[src/rtl/shift_n.sv]
// Parameterised shift register with rotate mode, per-stage taps and a saturating fill count.
// Stage 0 holds the newest word; stage DEPTH-1 holds the oldest and drives data_out.
module shift_n #(
    parameter int unsigned WIDTH = 32,
    parameter int unsigned DEPTH = 4
) (
    input  logic                       clk,
    input  logic                       rst,
    input  logic                       write_en,
    input  logic                       clear,
    input  logic                       rotate,
    input  logic [WIDTH-1:0]           data_in,
    input  logic [$clog2(DEPTH)-1:0]   tap_sel,
    output logic [WIDTH-1:0]           data_out,
    output logic [WIDTH*DEPTH-1:0]     taps,
    output logic [WIDTH-1:0]           tap_out,
    output logic [$clog2(DEPTH+1)-1:0] fill_count,
    output logic                       full
);

    localparam int unsigned SelW = $clog2(DEPTH);
    localparam int unsigned CntW = $clog2(DEPTH + 1);

    logic [WIDTH-1:0] stage_q [DEPTH];
    logic [WIDTH-1:0] stage_d [DEPTH];
    logic [CntW-1:0]  fill_q;
    logic [CntW-1:0]  fill_d;

    always_comb begin
        stage_d = stage_q;
        fill_d  = fill_q;
        if (clear) begin
            for (int k = 0; k < DEPTH; k++) begin
                stage_d[k] = '0;
            end
            fill_d = '0;
        end else if (write_en) begin
            // Rotate recirculates the oldest word; the fill count only tracks new data.
            stage_d[0] = rotate ? stage_q[DEPTH-1] : data_in;
            for (int k = 1; k < DEPTH; k++) begin
                stage_d[k] = stage_q[k-1];
            end
            if (!rotate && (fill_q != CntW'(DEPTH))) begin
                fill_d = fill_q + CntW'(1);
            end
        end
    end

    always_ff @(posedge clk or posedge rst) begin
        if (rst) begin
            for (int k = 0; k < DEPTH; k++) begin
                stage_q[k] <= '0;
            end
            fill_q <= '0;
        end else begin
            stage_q <= stage_d;
            fill_q  <= fill_d;
        end
    end

    for (genvar g = 0; g < DEPTH; g++) begin : g_taps
        assign taps[g*WIDTH +: WIDTH] = stage_q[g];
    end

    // Out-of-range selects (non-power-of-two DEPTH) match no stage and read as zero.
    always_comb begin
        tap_out = '0;
        for (int k = 0; k < DEPTH; k++) begin
            if (tap_sel == SelW'(k)) begin
                tap_out = stage_q[k];
            end
        end
    end

    assign data_out   = stage_q[DEPTH-1];
    assign fill_count = fill_q;
    assign full       = (fill_q == CntW'(DEPTH));

endmodule
[config.mk]
export PLATFORM = sky130hd
export DESIGN_NAME = shift_n
export DESIGN_NICKNAME = d
export VERILOG_FILES = /design/src/rtl/shift_n.sv
export SDC_FILE = /design/constraint.sdc
export NUM_CORES = 1
export LEC_CHECK = 0
export ABC_CLOCK_PERIOD_IN_PS = 8000
export CORE_ASPECT_RATIO = 0.7
export CORE_MARGIN = 4
export CORE_UTILIZATION = 30
export DETAILED_ROUTE_END_ITERATION = 16
export GPL_ROUTABILITY_DRIVEN = 0
export PLACE_DENSITY_LB_ADDON = 0.05
export SETUP_SLACK_MARGIN = 0.2
export SLEW_MARGIN = 30
export SYNTH_ARGS = -nofsm -noshare
export SYNTH_HDL_FRONTEND = slang
export SYNTH_SLANG_ARGS = --single-unit
export TNS_END_PERCENT = 10
[constraint.sdc]
create_clock -name clk -period 8 [get_ports clk]
set_input_delay 1.6 -clock clk [delete_from_list [all_inputs] [get_ports clk]]
set_output_delay 1.6 -clock clk [all_outputs]
set_load 0.01 [all_outputs]
==> out/metrics.yaml <==
outcome:
  status: "complete, no violations"
worst_setup_path:
  required_ns: 6.40
  crit_slowest_cell: "buf_2"
  critPathLaunch: "tap_sel[1]"
  start_kind: "primary input"
  worstSetupPathType: "primary input to output port"
  path_cells: "buf_2, mux4_2, clkdlybuf4s50_1"
  worst-path-buf-inv: 2
  cp_top_family: "buffers and inverters"
  endpoint_kind: "output port"
  reg2reg_from: "fill_count[0]"
  arrival_ns: 3.40
  cpPeakStageDelay_ns: 0.68
  crit_fanout: 32
drt:
  wl_per_cell_um: 17.8
  route.detailed.drc: 0
  dr.pass1.iters: 6
  drt.antenna.violating_nets: 0
  drt-vias-per-instance: 4.76
  wirelength_mm: 18.1
  num_vias: 4852
  drtIter0Drc: 142
min_path:
  hold_start: "fill_count[2]"
  hp-class: "register to register"
clock_network:
  clockBufferDepth: 2
  clock-sinks: 131
  path_clk_slew_ns: 0.06
  cts_resized: 0
  htree_levels: 4
  cts_hold_buf: 0
  clk_latency_ns: 0.41
  postCtsSetupRepairBufs: 0
  cts_tree: "done"
  clockRootBuffer: "clkbuf_16"
  cts_buffers: 17
floorplanning:
  io_pins: 235
  die_h_um: 133
  start_util_pct: 30.7
  die_width_um: 187
  rows: 45
  dieArea_mm2: 0.0249
  core_area_mm2: 0.0218
power:
  p_int_w: 0.00131
  powerDensity_mw_per_mm2: 183
  p_sw_w: 0.000415
  combinationalPowerShare_pct: 12.2
  clkPwrFrac_pct: 46.9
  vdd.ir_drop.worst_mv: 0.116
  power_leakage_nw: 4.19
  swShare_pct: 24.0
  p_seq_share_pct: 40.9
final_layout:
  diodes: 0
  fillers: 2072
  drive_gt1_share_pct: 9.77
  fin_nets: 767
  multi_input_area_mm2: 0.00284
  area_delta_synth_final_pct: 41.1
  seqCellArea_mm2: 0.00328
  finalNonFillerCells: 1019
logic_synthesis:
  ys_ff_latch: 131
  ys_seq_area_share_pct: 48.9
  syn_inst: 545
  ys_warn_count: 0
  ys_types: 20
  avgSynthCellArea_um2: 12.3
  syn-cell-area_mm2: 0.00671
  synth_nets: 586
  synth.largest_area_cell: "dfrtp_1"
  synth_top_area_share_pct: 48.9
  synthTopCellsByArea: "dfrtp_1 49%, mux2i_1 19%, mux4_2 10%, nor2_1 7.3%, buf_4 4.3%"
placement:
  hpwl_mm: 12.2
  portBuffers: 234
  placed_cells: 989
sta:
  setup_viol: 0
  layout_min_cycle_time_ns: 5.00
  max_freq_ghz: 0.200
  tightestPinTransition_ns: 0.916
  setup_tns_ns: 0
  hold_violations: 0
  hold_ws_ns: 0.571
  slew_viol_final: 0
  period_share_pct: 62.5
  clock_skew_ns: 0.00881
  grt_setup_unrepaired: "false"
  slew_headroom_pct: 38.9
run:
  drv_cap: 0
global_route:
  overflow: 0
  met1_usage_pct: 20.1
  gr-usage-met2_pct: 22.7
  grtUsageMet3_pct: 4.98
  grt_util_all_layers_pct: 14.8
  grt_pass1_vias: 5120
  grt.busiest_layer: "met2"
  grt_max_degree: 90
  antenna_found_initial: 0
  grt_pass1_wl_mm: 29.6
-- cell usage after synthesis --
library cell,count
buf_1,2
mux2_2,1
buf_4,38
mux4_1,2
ha_1,2
nand3b_1,1
clkbuf_1,10
nor3b_2,1
and2_1,1
nor3_1,1
mux4_2,30
buf_12,3
buf_2,13
mux2i_1,129
a211oi_1,33
dfrtp_1,131
nand2b_1,2
nor2_1,130
buf_6,11
inv_1,4
-- path summary, 6_finish.rpt --
kind | cells after the start | slack, ns | endpoint
setup reg to reg | 5 | 6.45 | fill_count[0]
max in group asynchronous | 3 | 5.08 | data_out[17]
min in group asynchronous | 2 | 1.70 | data_out[20]
hold reg to reg | 2 | 0.57 | fill_count[2]
hold / removal | 2 | 0.57 | fill_count[2]
setup / recovery | 3 | 3.00 | tap_out[1]
-- cells by family (layout without fill, tap and decap cells) --
logic type / after synthesis / count (layout) / share of synthesized area, %
AND/OR/NAND/NOR: 136 / 136 / 7.93
buffers and inverters: 81 / 273 / 8.86
adder cells (fa/ha/maj): 2 / 2 / 0.373
multiplexers: 162 / 162 / 30.3
flip-flops: 131 / 131 / 48.9
AO/OA/AOI/OAI: 33 / 33 / 3.69
-- power by group through the flow --
stage / Clock, W / Sequential (W) / Combinational, W
after global routing: 0.000867 / 0.000711 / 0.000230
after CTS: 0.000835 / 0.000708 / 0.000216
after floorplan: 0 / 0.000721 / 0.000119
after detailed placement: 0 / 0.000719 / 0.000215
final: 0.000810 / 0.000707 / 0.000211
after global placement: 0 / 0.000719 / 0.000212
-- per-layer routing --
| layer | up-vias | wire length (um) |
|---|---|---|
| met5 | - | 0 |
| met4 | 0 | 141 |
| met3 | 11 | 1160 |
| li1 | 2251 | - |
| met1 | 2446 | 8590 |
| met2 | 144 | 8260 |
-- cells in the final DEF, fill, tap and decap left out, drive strengths merged, types with 5 or more instances in the layout --
cell type,n
a211oi,33
buf,10
clkbuf,18
clkdlybuf4s50,229
clkinvlp,5
dfrtp,131
inv,5
mux2i,129
mux4,32
nor2,130
-- metrics by stage --
step / util, % / setup slack [ns] / total power, W / area (um^2)
2_1_floorplan: - / 2.90 / 0.000841 / 6710
3_3_place_gp: 40.5 / 3.02 / 0.000931 / 8850
3_5_place_dp: 40.5 / 2.99 / 0.000934 / 8850
4_1_cts: 43.3 / 2.97 / 0.00176 / 9460
5_1_grt: 43.3 / 2.92 / 0.00181 / 9470
6_report: 43.3 / 3.00 / 0.00173 / 9470
-- worst register-to-register path, cell delays in order (launching register included) --
cell and delay (ns):
dfrtp_1 0.38, inv_1 0.07, ha_1 0.21, and2_1 0.17, nor3b_2 0.24, mux2_2 0.36
-- registers in the layout (all words and copies together), names as in the netlist --
| signal | flops |
|---|---|
| data_out | 32 |
| fill_count | 3 |
| taps | 96 |
-- cell type report --
class | instances | area share (%)
Clock buffer | 18 | 4.53
Inverter | 4 | 0.211
Timing Repair Buffer | 239 | 25.0
Tap cell | 282 | 3.73
Clock inverter | 12 | 1.94
Multi-Input combinational cell | 333 | 29.9
Sequential cell | 131 | 34.6
No activity file was read; power rests on OpenSTA's default activity.
